### src/rtl/bomb_placer.sv
// bomb_placer: owns the registered 10x10 bomb map that feeds the countdown stage.
// Each bomb tick the map is reloaded from the countdown stage's output. New bombs
// requested by players A and B are then written on top of that reload. Each player
// has a limit on live bombs and, optionally, a cooldown after each placement.
// Optional feature macro: PLACE_COOLDOWN_EN. When it is defined, a player enters a
// cooldown state for COOLDOWN_CYC cycles after each accepted placement.
// Cell (x,y) is stored at bits [2i+1:2i], where i = 10*x + y.
module bomb_placer #(
  parameter int MAX_BOMBS    = 2,
  parameter int COOLDOWN_CYC = 8
) (
  input  logic         clk,
  input  logic         rst,
  input  logic         bombTick,
  input  logic [199:0] i_updatedBombMap,
  input  logic         placeA,
  input  logic         placeB,
  input  logic [3:0]   playerAx,
  input  logic [3:0]   playerAy,
  input  logic [3:0]   playerBx,
  input  logic [3:0]   playerBy,
  input  logic [1:0]   game_state,
  output logic [199:0] o_curBombMap,
  output logic [2:0]   o_bombCntA,
  output logic [2:0]   o_bombCntB,
  output logic         o_placedA,
  output logic         o_placedB
);

  localparam int NCELL = 100;

  typedef enum logic [1:0] {
    IDLE = 2'd0,
    REQ  = 2'd1,
    COOL = 2'd2
  } state_t;

  // Index 0 is player A and index 1 is player B throughout this module.
  logic [199:0]     interior_mask;
  logic [199:0]     base_map;
  logic [199:0]     map_next;
  logic [199:0]     map_reg;
  logic [NCELL-1:0] occupied;
  logic [NCELL-1:0] owner_reg   [2];
  logic [NCELL-1:0] owner_next  [2];
  logic [NCELL-1:0] place_bits  [2];
  logic [2:0]       cnt_reg     [2];
  logic [3:0]       pos_x       [2];
  logic [3:0]       pos_y       [2];
  state_t           state_reg   [2];
  state_t           state_next  [2];
  logic [1:0]       place_lvl;
  logic [1:0]       prev_reg;
  logic [1:0]       req_edge;
  logic [1:0]       accept;
  logic [1:0]       placed_reg;

`ifdef PLACE_COOLDOWN_EN
  localparam logic [7:0] COOL_INIT = 8'(COOLDOWN_CYC - 1);
  logic [7:0] cool_reg  [2];
  logic [7:0] cool_next [2];
`endif

  assign place_lvl = {placeB, placeA};
  assign pos_x[0]  = playerAx;
  assign pos_y[0]  = playerAy;
  assign pos_x[1]  = playerBx;
  assign pos_y[1]  = playerBy;

  // A request is the rising edge of the button level. A held button places only once.
  assign req_edge = place_lvl & ~prev_reg;

  // Per-cell constants and occupancy. Border rows and columns (0 and 9) are masked off.
  genvar gi;
  generate
    for (gi = 0; gi < NCELL; gi++) begin : g_cell
      localparam int CX = gi / 10;
      localparam int CY = gi % 10;
      localparam bit INSIDE = (CX >= 1) && (CX <= 8) && (CY >= 1) && (CY <= 8);
      assign interior_mask[2*gi +: 2] = INSIDE ? 2'b11 : 2'b00;
      assign occupied[gi]             = |map_next[2*gi +: 2];
    end

    // Ownership is kept only while the cell is still occupied in the next map.
    // When a bomb explodes, the countdown stage returns 0 for that cell and the owner bit clears.
    for (gi = 0; gi < 2; gi++) begin : g_owner
      assign owner_next[gi] = (owner_reg[gi] & occupied) | place_bits[gi];
    end
  endgenerate

  // Base map for this cycle: the tick reload when bombTick is high, otherwise the held map.
  assign base_map = (bombTick ? i_updatedBombMap : map_reg) & interior_mask;

  // Place new bombs on top of the base map. A is evaluated first.
  // If A and B request the same cell, B therefore sees the cell as occupied and is rejected.
  always_comb begin
    logic coord_ok;
    int   idx;
    map_next      = base_map;
    accept        = 2'b00;
    place_bits[0] = '0;
    place_bits[1] = '0;
    for (int p = 0; p < 2; p++) begin
      coord_ok = (pos_x[p] >= 4'd1) && (pos_x[p] <= 4'd8) &&
                 (pos_y[p] >= 4'd1) && (pos_y[p] <= 4'd8);
      idx      = coord_ok ? (10 * int'(pos_x[p]) + int'(pos_y[p])) : 0;
      if ((state_reg[p] == REQ) && (game_state == 2'd0) && coord_ok &&
          (map_next[2*idx +: 2] == 2'd0) && (int'(cnt_reg[p]) < MAX_BOMBS)) begin
        accept[p]            = 1'b1;
        map_next[2*idx +: 2] = 2'd1;
        place_bits[p][idx]   = 1'b1;
      end
    end
  end

  // Per-player request FSM: IDLE -> REQ -> (COOL ->) IDLE.
  // Edges that arrive outside IDLE are dropped, not queued.
  always_comb begin
    for (int p = 0; p < 2; p++) begin
      state_next[p] = state_reg[p];
`ifdef PLACE_COOLDOWN_EN
      cool_next[p]  = cool_reg[p];
`endif
      case (state_reg[p])
        IDLE: begin
          if (req_edge[p]) state_next[p] = REQ;
        end
        REQ: begin
`ifdef PLACE_COOLDOWN_EN
          if (accept[p]) begin
            state_next[p] = COOL;
            cool_next[p]  = COOL_INIT;
          end else begin
            state_next[p] = IDLE;
          end
`else
          state_next[p] = IDLE;
`endif
        end
        COOL: begin
`ifdef PLACE_COOLDOWN_EN
          if (cool_reg[p] == 8'd0) state_next[p] = IDLE;
          else                     cool_next[p]  = cool_reg[p] - 8'd1;
`else
          state_next[p] = IDLE;
`endif
        end
        default: state_next[p] = IDLE;
      endcase
    end
  end

  // State registers. The map, ownership, counts and placed pulses all update on the same edge.
  always_ff @(posedge clk) begin
    if (rst) begin
      map_reg    <= '0;
      prev_reg   <= '0;
      placed_reg <= '0;
      for (int p = 0; p < 2; p++) begin
        owner_reg[p] <= '0;
        cnt_reg[p]   <= '0;
        state_reg[p] <= IDLE;
`ifdef PLACE_COOLDOWN_EN
        cool_reg[p]  <= '0;
`endif
      end
    end else begin
      map_reg    <= map_next;
      prev_reg   <= place_lvl;
      placed_reg <= accept;
      for (int p = 0; p < 2; p++) begin
        owner_reg[p] <= owner_next[p];
        cnt_reg[p]   <= 3'($countones(owner_next[p]));
        state_reg[p] <= state_next[p];
`ifdef PLACE_COOLDOWN_EN
        cool_reg[p]  <= cool_next[p];
`endif
      end
    end
  end

  assign o_curBombMap = map_reg;
  assign o_bombCntA   = cnt_reg[0];
  assign o_bombCntB   = cnt_reg[1];
  assign o_placedA    = placed_reg[0];
  assign o_placedB    = placed_reg[1];

endmodule
### config.mk
export PLATFORM = sky130hd
export DESIGN_NAME = bomb_placer
export DESIGN_NICKNAME = d
export VERILOG_FILES = /design/src/rtl/bomb_placer.sv
export SDC_FILE = /design/constraint.sdc
export NUM_CORES = 1
export LEC_CHECK = 0
export ABC_AREA = 0
export BUFFER_PORTS_ARGS = -buffer_cell sky130_fd_sc_hd__buf_4
export CAP_MARGIN = 30
export CELL_PAD_IN_SITES_DETAIL_PLACEMENT = 1
export CELL_PAD_IN_SITES_GLOBAL_PLACEMENT = 2
export CORE_MARGIN = 5
export CORE_UTILIZATION = 37
export DETAILED_ROUTE_END_ITERATION = 10
export PLACE_DENSITY = 0.85
export SLEW_MARGIN = 40
export SYNTH_ARGS = -nofsm -noshare
export SYNTH_HDL_FRONTEND = slang
export SYNTH_SLANG_ARGS = --single-unit
export TNS_END_PERCENT = 1
### constraint.sdc
create_clock -name clk -period 22.3 [get_ports clk]
set_input_delay 1.115 -clock clk [delete_from_list [all_inputs] [get_ports clk]]
set_output_delay 1.115 -clock clk [all_outputs]
set_load 0.02 [all_outputs]
# Word-level counts from Yosys, hierarchy flattened
# Memories as Yosys holds them, arrays and structs flattened.
# Cells that the tools add are included.
[word_totals] ramBits=210 out_inout_bits=208 mem_count=3 in_bits=223 word_cells=393 regBits=204
[memory_table] name="owner_reg" words=2 word_bits=100 rd=2 rd_clocked_by_memory_dff=0 write_ports=2 line_no="44" text="logic [NCELL-1:0] owner_reg [2];"
[memory_table] name="cnt_reg" words=2 word_bits=3 rd=2 rd_clocked_by_memory_dff=0 write_ports=2 line_no="47" text="logic [2:0] cnt_reg [2];"
[memory_table] name="state_reg" words=2 word_bits=2 rd=2 rd_clocked_by_memory_dff=0 write_ports=2 line_no="50" text="state_t state_reg [2];"
[op_classes] add_sub_neg=202 eq_ne=2 reduce_logical=121 shifts=6 n_lt_le_gt_ge=14 bitwise=12 mux=28 n_mul=2
[ops] cell="200-bit bitwise mux" n=2
[ops] cell="100-bit two-way mux" n=4
[ops] cell="200-bit two-way mux" n=2
[ops] cell="2-bit by 33-bit variable shift with 200-bit output, first input constant" n=2
[ops] cell="2-bit by 33-bit variable part select with 200-bit output, first input constant" n=2
[ops] cell="200-bit by 11-bit variable part select with 2-bit output" n=2
[ops] cell="1-bit by 1-bit adder with 2-bit output" n=100
[ops] cell="100-bit bitwise AND" n=2
[ops] cell="100-bit bitwise OR" n=2
[ops] cell="2-bit OR reduction" n=100
[ops] cell="178-bit two-way mux" n=1
[ops] cell="2-bit by 2-bit adder with 3-bit output" n=50
[ops] cell="3-bit adder" n=48
[ops] cell="10-bit negator with 33-bit output" n=2
[ops] cell="8-bit by 4-bit adder with 9-bit output" n=2
[ops] cell="9-bit by 1-bit greater-or-equal comparator with 1-bit output, second input constant" n=2
[ops] cell="9-bit by 8-bit less-than comparator with 1-bit output, second input constant" n=2
[ops] cell="9-bit two-way mux" n=2
[ops] cell="4-bit by 1-bit greater-or-equal comparator with 1-bit output, second input constant" n=4
[ops] cell="4-bit <= comparator, second input constant" n=4
[ops] cell="1-bit logical AND" n=16
[ops] cell="1-bit demux with 7-bit select" n=2
[ops] cell="3-bit by 4-bit multiplier with 7-bit output, first input constant" n=2
[ops] cell="2-bit two-way mux" n=6
[ops] cell="other kinds (8)" n=26

# Logic depth before layout (Yosys ltp)
[logic_depth] ltp_word=26 ltp_mapped=53 ltp_nobuf=50

# Least setup slack after synthesis
# No wires, ideal clock.
[synth_timing] kind="input-to-reg" startpoint="input playerAx[1]" endpoint="memory cnt_reg[1][2] (netlist: cnt_reg[0][5])" setup_ns=0.128 required_time_ns=22.172 arrival_ns=13.123 slack_ns=9.049 path_buffers=2 path_stages=47 path_cell_list="ha_1 ha_1 inv_1 fa_1 nor2b_1 o21ai_1 a221oi_1 and3_1 o21ai_0 ha_1 nand2_1 a2111oi_0 nor2_1 nor2_1 a31oi_1 o31a_1 o31a_1 or4_1 [11 not listed] inv_1 fa_1 inv_1 fa_1 fa_1 fa_1 fa_1 inv_1 fa_1 inv_1 ha_1 fa_1 xnor2_1 xnor2_1 xnor2_1 xnor2_1 xnor2_1 nor2_1"
[synth_rtl] element="start: declaration" line_no="18" text="input logic [3:0] playerAx,"
[synth_rtl] element="end: declaration" line_no="47"

==> results.md <==
- The run finished with clean final reports.
- Of the synthesized area, sequential elements account for 26.9%.
- The data required time at the worst endpoint is 22.78 ns.
- Sorting the synthesized cells by area gives the leading types as dfxtp_1, fa_1, nand2_1.
- Measured along the y axis, the die boundary spans 285 um.
- The die covers 81300 um^2.
- The number of flip-flops and latches in the synthesized netlist is 376.
- Across all setup checks in the final design, the least slack found is 5.24 ns.
- The placed instance count is 4697.
- The standard cell area after detailed placement is 32400 um^2.
- The cell area that synthesis handed to floorplanning was 28000 um^2.
- The mean post-synth cell area is 8.12 um^2.
- The final routed wire length divided by cell count is 42.8 um.
- The fraction of synthesized area in multiplexers is 6.63%.
- The critical path's most frequent cell is fa_1.
- Wires add up to 205000 um.
- Relative to the synthesized area, the layout overhead comes to 21.5%.
- The shortest clock period the worst path allows after layout is 17.06 ns.
- The fraction of power consumed by the clock network is 34.8%.
- The clock tree from TritonCTS is built.
- The element type at the critical path end is a register.
- The number of buffers added by the clock tree synthesis step is 44.
- Summing the areas of all compound-gate instances in the mapped netlist gives 22.3% of the synthesized area.
- The iteration count of the initial detailed-routing pass is 6.
- The internal portion of total power is 0.00129 W.
- The area share of fa/ha/maj cells after synthesis is 11.8%.
- The peak per-stage delay on the critical path is 0.78 ns.
- The count of pins on the block boundary is 431.
- The pin count of the biggest net entering global routing is 117.
- The clock input transition at the sequential cells of the worst setup and hold paths is 0.06 ns.
- The final HPWL from detailed placement is 161000 um.
- The clock root buffer is clkbuf_16.
- The simple-gate share of the synthesized area is 23.4%.
- The post-route non-filler standard cell count is 4792.
- The die outline width is 285 um.
- After synthesis, the largest family of logic cells by area is simple AND/OR/NAND/NOR gates.
- For this design, the sink count on the clock tree is 376.
- After global routing the overflow that remains totals 0.
- The pre-CTS setup slack is 5.19 ns.
- The number of flip-flops under the largest register name is 200.
- The later-pin clock latency in the skew report is 0.64 ns.
- The startpoint kind of the worst setup timing path is a primary input.
- The post-synthesis cell type count is 100.
- After the last flow step, the layout net total stands at 4174.
- During synthesis, Yosys emitted a total of 0 warnings.
- After layout, the worst path uses 76.5% of the clock period.
- The initial core utilization is 37.4%.
- The maximum fanout along the worst path is 50.
- The cell taking the most area after synthesis is dfxtp_1.
- Total power for the finished layout comes to 0.00219 W.
- The sequential share of power is 31.9%.
- The worst hold path class is register to register.
- In the routed design, unresolved DRC markers number 0.
- In this run the power density over the cells is 64.2 nW/um^2.
- The largest clock skew in the final design is 0.0435 ns.
- The normalized max-slew margin is 29.1%.
- The final count of pins violating max slew is 0.
- The maximum operating frequency is 0.0586 GHz.
- Setup repair after global routing left no endpoint under its margin.
- Counting flops with an async set or reset pin after synthesis yields a share of 0%.
- The slew at the pin closest to its max-slew limit is 1.05 ns.
- Among all stages on the critical path, the largest delay is contributed by and2_1.
- The first global-routing pass estimated 273000 um of wire.
- Across every metal layer, demand over resource in global routing totals 48.0%.
- The number of vias after detailed routing is 33100.
- In this run the power spent charging and discharging nets is 0.000897 W.
- The count of nets left with antenna violations once routing finished came out at 0.
- The number of antenna violations at the first check in global routing is 17.
- During placement, the flow inserted port buffers numbering 322.
- The detailed router finished its first iteration with 4780 violations.
- Yosys mapped a number of flops with a built-in enable equal to 0.
- The share of synthesized area in the top cell type comes to 26.9%.
- The buffer levels on the longest clock path is 3.
- The gate count after technology mapping is 3451.
- The analysis attributes to cell leakage a power of 13.0 nW.
- After clock tree synthesis, the repair step resized 0 gates.
- The arrival time of the worst setup path is 17.54 ns.
- The global placement routability congestion is 1.10.
- Combinational logic is responsible for 33.2% of the overall power.
- Summing all non-filler instances in the final layout gives an area of 34000 um^2.
- Max-cap violations in this run came to 0.
- Net switching is 41.0% of the power.
- After detailed routing, the number of vias per cell comes to 6.91.
- Cells with a size suffix above 1 make up 20.4% of the layout.
- The most used flip-flop cell after synthesis is dfxtp_1.
- The worst-case IR drop observed on VDD is 0.0585 mV.
- The count of final setup violators is 0.
- The total count of hold-check failures in the final report is 0.
- The setup path with the least slack is of type primary input to register.
- The post-CTS repair timing setup buffer count is 0.
- The via count of the first global-routing pass is 32500.
- Summed over all failing endpoints, the final setup total negative slack is 0 ns.
- The area share of xor/xnor cells in the synthesized design is 2.25%.
- The H-tree depth reported by CTS is 2.
- The number of placement rows is 100.
- The number of buffers inserted for hold repair after clock tree synthesis is 0.
- The filler cells instantiated in the layout total 8933.
- The area of the core region is 74800 um^2.
==> kinds of logic (layout without fill, tap and decap cells) <==
group                      after synthesis  count (layout)
AOI/OAI and AO/OA                      875             875
buffers and inverters                  422             743
muxes                                  159             159
adders and majority gates              176             176
DFF                                    376             376
and+or+nand+nor                       1370            1370
xor gates and xnor gates                72              72
other                                    1              52
==> final timing paths <==
path                                                  start                            to  slack, ns  cells after the start
worst max-delay path                            playerAx[0]      cnt_reg[0][2]$_SDFF_PP0_       5.24                     49
worst min-delay path                 prev_reg[0]$_SDFF_PP0_  state_reg[0][0]$_SDFFE_PP0P_       0.39                      1
worst max register to register  o_curBombMap[94]$_SDFF_PP0_      cnt_reg[0][2]$_SDFF_PP0_       7.98                     43
worst min register to register       prev_reg[0]$_SDFF_PP0_  state_reg[0][0]$_SDFFE_PP0P_       0.39                      1
==> metal layers <==
metal	global-route usage, %	wire length (um)
met5	0	105
met4	39.5	22200
met3	14.1	22800
met2	71.6	85700
met1	57.2	74200
==> cell usage in the layout (no fill, tap or decap), drive strengths merged, types with 18 or more instances in the layout <==
master,n
a2111oi,19
o32ai,18
nor3,98
nor2,361
conb,36
clkbuf,64
ha,30
mux2i,100
a21oi,191
xnor2,61
a221oi,18
o211ai,27
nand4,34
o31ai,48
a211oi,36
and2,136
and3,52
nand2,408
nand2b,27
fa,146
dfxtp,376
o21ai,93
o41ai,28
o22ai,24
mux2,42
a22o,58
nor2b,20
nand3,119
a31oi,81
inv,165
a22oi,92
nor4,55
buf,497
==> per-stage QoR <==
| stage | utilization, % | hold slack (ns) |
|---|---|---|
| 5_1_grt | 45.4 | 0.418 |
| 3_3_place_gp | 42.9 | 0.375 |
| 4_1_cts | 45.3 | 0.395 |
| 3_5_place_dp | 43.4 | 0.379 |
| 2_1_floorplan | - | 0.372 |
| 6_report | 45.5 | 0.392 |
==> power by group through the flow <==
stage,registers (W),clock network [W],logic [W]
after floorplan,0.000725,0,0.000335
after global placement,0.000711,0,0.000661
after detailed placement,0.000713,0,0.000678
after CTS,0.000698,0.000762,0.000680
after global routing,0.000699,0.000789,0.000723
final,0.000698,0.000761,0.000726
==> worst max-delay path: cells and delay by family <==
kind,cells,cell delay (ns)
adders and majority gates,14,6.23
AOI/OAI and AO/OA,5,2.09
xor gates and xnor gates,5,1.05
buffers and inverters,13,2.50
and+or+nand+nor,12,4.47
==> cell type report <==
type | instances | area (um^2) | share of cell area [%]
multi-input cells | 2688 | 19400 | 57.0
flip-flops and latches | 376 | 7530 | 22.1
repair buffers | 497 | 3780 | 11.1
clock buffers | 64 | 1240 | 3.63
well taps | 969 | 1210 | 3.56
inverters | 168 | 632 | 1.86
clock inverters | 14 | 218 | 0.640
diodes | 16 | 40.0 | 0.118
==> synthesized netlist by cell type (all sizes together) (42+ instances only) <==
library cell / number
nand2: 408
dfxtp: 376
nor2: 361
a21oi: 191
inv: 165
fa: 146
and2: 136
buf: 127
clkbuf: 127
nand3: 119
mux2i: 100
nor3: 98
o21ai: 93
a22oi: 92
a31oi: 81
xnor2: 61
a22o: 58
nor4: 55
and3: 52
o31ai: 48
mux2: 42
(Power assumes the default switching activity.)
